--- src/rtl/fetch_pkg.sv ---
// Shared types and constants for the instruction-fetch stage.
package fetch_pkg;

  typedef enum logic [1:0] {
    S_REQ   = 2'd0,
    S_HOLD  = 2'd1,
    S_DRAIN = 2'd2
  } fetch_state_e;

  localparam logic [31:0] NOP_INSTR = 32'h0000_0000;
  localparam int          PC_INC    = 4;

endpackage

--- src/rtl/fetch_skid_buf.sv ---
// Single-entry holding register for a fetched word that the stalled pipeline
// could not accept yet.
module fetch_skid_buf #(
  parameter int INSTR_W = 32,
  parameter int ADDR_W  = 32
) (
  input  logic               clk_i,
  input  logic               rst_i,
  input  logic               load_i,
  input  logic               clear_i,
  input  logic [INSTR_W-1:0] instr_i,
  input  logic [ADDR_W-1:0]  pc4_i,
  output logic               valid_o,
  output logic [INSTR_W-1:0] instr_o,
  output logic [ADDR_W-1:0]  pc4_o
);

  logic               valid_q, valid_d;
  logic [INSTR_W-1:0] instr_q, instr_d;
  logic [ADDR_W-1:0]  pc4_q, pc4_d;

  // Clear wins over load so a redirect always empties the entry.
  always_comb begin
    valid_d = valid_q;
    instr_d = instr_q;
    pc4_d   = pc4_q;
    if (clear_i) begin
      valid_d = 1'b0;
      instr_d = '0;
      pc4_d   = '0;
    end else if (load_i) begin
      valid_d = 1'b1;
      instr_d = instr_i;
      pc4_d   = pc4_i;
    end
  end

  always_ff @(posedge clk_i or posedge rst_i) begin
    if (rst_i) begin
      valid_q <= 1'b0;
      instr_q <= '0;
      pc4_q   <= '0;
    end else begin
      valid_q <= valid_d;
      instr_q <= instr_d;
      pc4_q   <= pc4_d;
    end
  end

  assign valid_o = valid_q;
  assign instr_o = instr_q;
  assign pc4_o   = pc4_q;

endmodule

--- src/rtl/fetch_stage_ctrl.sv ---
// IF stage: PC, IF/ID register and variable-latency imem handshake.
// Optional FETCH_PERF_EN adds saturating stall/redirect counters.
module fetch_stage_ctrl
  import fetch_pkg::*;
#(
  parameter int                 ADDR_W   = 32,
  parameter int                 INSTR_W  = 32,
  parameter logic [ADDR_W-1:0]  RESET_PC = '0
) (
  input  logic               clk_i,
  input  logic               rst_i,
  input  logic               pc_write_i,
  input  logic               if_write_i,
  input  logic               if_flush_i,
  input  logic               pc_select_i,
  input  logic [ADDR_W-1:0]  branch_target_i,
  output logic               imem_req_o,
  output logic [ADDR_W-1:0]  imem_addr_o,
  input  logic               imem_ready_i,
  input  logic [INSTR_W-1:0] imem_rdata_i,
  output logic [INSTR_W-1:0] if_id_instr_o,
  output logic [ADDR_W-1:0]  if_id_pc4_o,
  output logic               if_id_valid_o,
  output logic               fetch_busy_o,
`ifdef FETCH_PERF_EN
  output logic [31:0]        perf_stall_cnt_o,
  output logic [31:0]        perf_flush_cnt_o,
`endif
  output logic [1:0]         state_dbg_o
);

  fetch_state_e       state_q, state_d;
  logic [ADDR_W-1:0]  pc_q, pc_d;
  logic [ADDR_W-1:0]  drain_addr_q, drain_addr_d;
  logic [INSTR_W-1:0] instr_q, instr_d;
  logic [ADDR_W-1:0]  pc4_q, pc4_d;
  logic               valid_q, valid_d;

  logic               skid_load, skid_clear, skid_valid;
  logic [INSTR_W-1:0] skid_instr;
  logic [ADDR_W-1:0]  skid_pc4;
  logic [ADDR_W-1:0]  pc_plus4;
  logic               xfer;

  // Handshake: req is held with a stable address until a cycle where
  // req & ready are both high; that cycle is the transfer and rdata is valid.
  assign imem_req_o   = ~rst_i & (state_q != S_HOLD);
  assign imem_addr_o  = (state_q == S_DRAIN) ? drain_addr_q : pc_q;
  assign xfer         = imem_req_o & imem_ready_i;
  assign fetch_busy_o = imem_req_o & ~imem_ready_i;
  assign pc_plus4     = pc_q + ADDR_W'(PC_INC);

  fetch_skid_buf #(
    .INSTR_W (INSTR_W),
    .ADDR_W  (ADDR_W)
  ) u_skid (
    .clk_i   (clk_i),
    .rst_i   (rst_i),
    .load_i  (skid_load),
    .clear_i (skid_clear),
    .instr_i (imem_rdata_i),
    .pc4_i   (pc_plus4),
    .valid_o (skid_valid),
    .instr_o (skid_instr),
    .pc4_o   (skid_pc4)
  );

  always_comb begin
    state_d      = state_q;
    pc_d         = pc_q;
    drain_addr_d = drain_addr_q;
    instr_d      = instr_q;
    pc4_d        = pc4_q;
    valid_d      = valid_q;
    skid_load    = 1'b0;
    skid_clear   = 1'b0;

    if (pc_select_i) begin
      pc_d       = branch_target_i;
      instr_d    = INSTR_W'(NOP_INSTR);
      pc4_d      = '0;
      valid_d    = 1'b0;
      skid_clear = 1'b1;
      case (state_q)
        S_REQ: begin
          // An un-completed request must still finish on the old address.
          if (!xfer) begin
            state_d      = S_DRAIN;
            drain_addr_d = pc_q;
          end
        end
        S_DRAIN: state_d = xfer ? S_REQ : S_DRAIN;
        default: state_d = S_REQ;
      endcase
    end else begin
      case (state_q)
        S_REQ: begin
          if (xfer) begin
            if (!if_write_i) begin
              skid_load = 1'b1;
              state_d   = S_HOLD;
            end else if (pc_write_i && !if_flush_i) begin
              instr_d = imem_rdata_i;
              pc4_d   = pc_plus4;
              valid_d = 1'b1;
              pc_d    = pc_plus4;
            end else begin
              valid_d = 1'b0;
            end
          end else if (if_write_i) begin
            valid_d = 1'b0;
          end
        end
        S_HOLD: begin
          if (if_write_i && pc_write_i && skid_valid) begin
            instr_d    = skid_instr;
            pc4_d      = skid_pc4;
            valid_d    = 1'b1;
            pc_d       = pc_plus4;
            skid_clear = 1'b1;
            state_d    = S_REQ;
          end
        end
        S_DRAIN: begin
          if (xfer) state_d = S_REQ;
          if (if_write_i) valid_d = 1'b0;
        end
        default: state_d = S_REQ;
      endcase
      if (if_flush_i) begin
        instr_d = INSTR_W'(NOP_INSTR);
        pc4_d   = '0;
        valid_d = 1'b0;
      end
    end
  end

  always_ff @(posedge clk_i or posedge rst_i) begin
    if (rst_i) begin
      state_q      <= S_REQ;
      pc_q         <= RESET_PC;
      drain_addr_q <= RESET_PC;
      instr_q      <= INSTR_W'(NOP_INSTR);
      pc4_q        <= '0;
      valid_q      <= 1'b0;
    end else begin
      state_q      <= state_d;
      pc_q         <= pc_d;
      drain_addr_q <= drain_addr_d;
      instr_q      <= instr_d;
      pc4_q        <= pc4_d;
      valid_q      <= valid_d;
    end
  end

  assign if_id_instr_o = instr_q;
  assign if_id_pc4_o   = pc4_q;
  assign if_id_valid_o = valid_q;
  assign state_dbg_o   = state_q;

`ifdef FETCH_PERF_EN
  logic [31:0] perf_stall_q, perf_stall_d;
  logic [31:0] perf_flush_q, perf_flush_d;

  always_comb begin
    perf_stall_d = perf_stall_q;
    perf_flush_d = perf_flush_q;
    if ((fetch_busy_o || state_q == S_HOLD) && perf_stall_q != 32'hFFFF_FFFF)
      perf_stall_d = perf_stall_q + 32'd1;
    if (pc_select_i && perf_flush_q != 32'hFFFF_FFFF)
      perf_flush_d = perf_flush_q + 32'd1;
  end

  always_ff @(posedge clk_i or posedge rst_i) begin
    if (rst_i) begin
      perf_stall_q <= '0;
      perf_flush_q <= '0;
    end else begin
      perf_stall_q <= perf_stall_d;
      perf_flush_q <= perf_flush_d;
    end
  end

  assign perf_stall_cnt_o = perf_stall_q;
  assign perf_flush_cnt_o = perf_flush_q;
`endif

endmodule

--- config.mk ---
export PLATFORM = sky130hd
export DESIGN_NAME = fetch_stage_ctrl
export DESIGN_NICKNAME = d
export VERILOG_FILES = /design/src/rtl/fetch_pkg.sv /design/src/rtl/fetch_skid_buf.sv /design/src/rtl/fetch_stage_ctrl.sv
export SDC_FILE = /design/constraint.sdc
export NUM_CORES = 1
export LEC_CHECK = 0
export BUFFER_PORTS_ARGS = -buffer_cell sky130_fd_sc_hd__buf_2
export CORE_AREA = 2 2 116 163
export DETAILED_ROUTE_END_ITERATION = 10
export DIE_AREA = 0 0 118 165
export GPL_ROUTABILITY_DRIVEN = 0
export PLACE_DENSITY = 0.87
export SYNTH_ARGS = -nofsm -noshare
export SYNTH_HDL_FRONTEND = slang
export SYNTH_SLANG_ARGS = --single-unit
--- constraint.sdc ---
create_clock -name clk_i -period 12.4 [get_ports clk_i]
set_clock_uncertainty 0.15 [all_clocks]
set_input_delay 0 -clock clk_i [delete_from_list [all_inputs] [get_ports clk_i]]
set_output_delay 0 -clock clk_i [all_outputs]
set_load 0.1 [all_outputs]
==> reports/qor.csv <==
metric,value,unit
fraction of layout instances using a drive strength above 1,23.0,%
share of the synthesized area in the top cell type,50.4,%
Post-synth EDFFs,0,
Placement Rows,58,
cts bufs inserted,17,
"Setup Fix Bufs, Post-CTS",0,
I/O Buffers,171,
vias in the first global route,7810,
slowest cell on the critical path,or3_1,
clock root buffer master,clkbuf_16,
drt first pass iters,7,
Synth Area per Inst,9.98,um^2
RSZ-0062 raised after global routing,false,
post-synthesis register bit count,196,
status,"complete, no violations",
largest net degree at the start of global routing,122,
largest stage delay on the critical path,0.72,ns
Routed Antenna Nets,0,
worst slew pin tran,1.14,ns
Pwr Density,191,mW/mm^2
CP arrival,3.53,ns
Die X,118,um
# IOs,172,
Pins Over Slew Limit,0,
DP Area,0.0106,mm^2
syn_nets,1050,
Max Clock Freq,0.297,GHz
final hold vios,0,
cts repair resizes,0,
"Async S/R FF share, synth",100,%
wire length per cell,18.3,um
Post-Synthesis Cells,975,
initial antenna violation count,0,
H-tree depth,4,
"Top FF cell, synth",dfrtp_1,
YS warnings,0,
Setup CP Type,flop to flop,
setup_tns,0,ns
fin nets,1226,
CTS tree,built,
total wire length,25.6,mm
Synth Cell Area,0.00973,mm^2
post-DP HPWL,16.6,mm
post-route DRC violation count,0,
clock latency on the worst-skew pair,0.43,ns
Netlist cell types,55,
die area,0.0195,mm^2
clk sink count,196,
max-cap viol count,0,
Die H,165,um
clock buffer depth,2,
Final min period,3.36,ns
area grow syn2layout,22.5,%
global route overflow,0,
VDD IR max,0.209,mV
worst path cell trace,inv_1 > ha_4 > clkinv_1 > or3_1 > a21oi_4 > buf_4 > a2111oi_0 > a21o_1,
Initial Util,54.3,%
"Setup violations, final",0,
synth top area cells,"dfrtp_1 (50%), mux2_2 (5.7%), o21ai_0 (5.2%)",
"Design Area, Final",0.0119,mm^2
post-route clock period utilization,27.1,%
initial DRC count,847,
worst setup margin,9.04,ns
final core occ,66.5,%
diode count,0,
All-Layer GR Usage,26.2,%
worst min path class,input pin to async pin,
largest area contributor in the netlist,dfrtp_1,
Fillers,1374,
Setup crit end kind,flop,
worst endpoint required time,12.57,ns
max_slew headroom,24.0,%
first-pass GRT wire length,40.7,mm
Startpoint Class,flop,
pre-CTS WS,9.06,ns
Worst-path clk slew,0.07,ns
vias,8320,
Via density,5.93,
Lkg Pwr,5.48,nW
register area share after synthesis,50.4,%
crit-path max FO,86,
core area,0.0179,mm^2
==> worst max-delay path, delay by kind of cell (launching register included) <==
kind | cells | cell delay, ns
AOI/OAI and AO/OA | 3 | 0.58
and+or+nand+nor | 1 | 0.72
DFF | 1 | 0.41
buffers and inverters | 3 | 1.23
adders and majority gates | 1 | 0.15
==> metal layers <==
metal  vias to the layer above  wire length [um]  GRT usage, %
li1                       3855                 -             -
met5                         -                 0             0
met3                        68              1580          4.73
met4                         0               863          10.6
met2                       363             12800          43.8
met1                      4034             10400          34.1
==> path summary, 6_finish.rpt <==
kind,depth (start not counted),slack (ns),endpoint,from
max,8,9.04,if_id_pc4_o[5],state_dbg_o[1]
max in group asynchronous,4,10.48,u_skid.instr_o[29],rst_i
min in group clk_i,4,0.17,pc_q[31],pc_select_i
min reg2reg,2,0.32,if_id_instr_o[5],if_id_instr_o[5]
max reg2reg,8,9.04,if_id_pc4_o[5],state_dbg_o[1]
min,3,0.16,drain_addr_q[4],rst_i
==> through the flow <==
step / hold slack (ns) / cells / total power, mW
2_1_floorplan: -0.0845 / 975 / 1.54
3_3_place_gp: 0.0904 / 1302 / 1.67
3_5_place_dp: 0.0943 / 1302 / 1.69
4_1_cts: 0.145 / 1403 / 2.28
5_1_grt: 0.191 / 1403 / 2.36
6_report: 0.160 / 1403 / 2.27
==> cell families after synthesis <==
group	share of synthesized area, %
multiplexers	10.6
XOR/XNOR	2.07
AND/OR/NAND/NOR	13.8
adder cells (fa/ha/maj)	0.514
flip-flops	50.4
buffers and inverters	4.51
AO/OA/AOI/OAI	18.2
==> sequential cells by signal (all words and copies together) (netlist names) <==
name / flops
state_dbg_o: 2
u_skid.instr_o: 32
if_id_pc4_o: 32
u_skid.pc4_o: 32
if_id_valid_o: 1
u_skid.valid_o: 1
pc_q: 32
drain_addr_q: 32
if_id_instr_o: 32
==> cells in the final DEF (no fill, tap or decap), types with 18 or more instances in the layout <==
cell type,count
mux2i_1,48
dfrtp_1,196
nand2_1,115
a22o_1,50
buf_2,171
a21oi_1,26
o31ai_1,26
nor2_1,54
mux2_2,49
nand4_1,18
o21ai_0,102
nand3_1,21
dlygate4sd3_1,70
==> area by class of cell <==
type                    instances  area [um^2]  area share [%]
clock buffers                  19          443            3.72
clock inverters                12          154            1.29
inverters                      17         71.3           0.598
multi-input cells             670         4430            37.2
flip-flops and latches        196         4900            41.1
well taps                     240          300            2.52
repair buffers                249         1620            13.6
==> synth_stat cells (5+ instances only) <==
master / instances
nor2_1: 54
nor2b_1: 10
a21oi_1: 27
clkbuf_1: 69
o2bb2ai_1: 7
buf_1: 9
nor3_1: 10
a22oi_1: 10
xor2_1: 7
nand4_1: 18
and3_1: 12
nor4_1: 7
buf_2: 12
mux2i_1: 48
dfrtp_1: 196
xnor2_1: 16
nand2_1: 115
a32o_1: 12
and4_1: 5
a22o_1: 50
o22ai_1: 8
nand3_1: 21
o21ai_0: 102
inv_1: 15
o31ai_1: 26
nand2b_1: 13
mux2_2: 49
==> where the power goes <==
group | switching (mW) | total [mW] | internal, mW
Sequential | 0.0834 | 0.811 | 0.728
Clock | 0.243 | 0.566 | 0.323
Combinational | 0.682 | 0.897 | 0.215
Total | 1.01 | 2.27 | 1.27
==> repair_timing <==
| item | 4_1_cts | 5_1_grt |
|---|---|---|
| endpoints found under the hold margin | 223 | 0 |
| hold buffers | 70 | 0 |
| endpoints found under the setup margin | 0 | 0 |
Power figures use the tool's default switching activity.
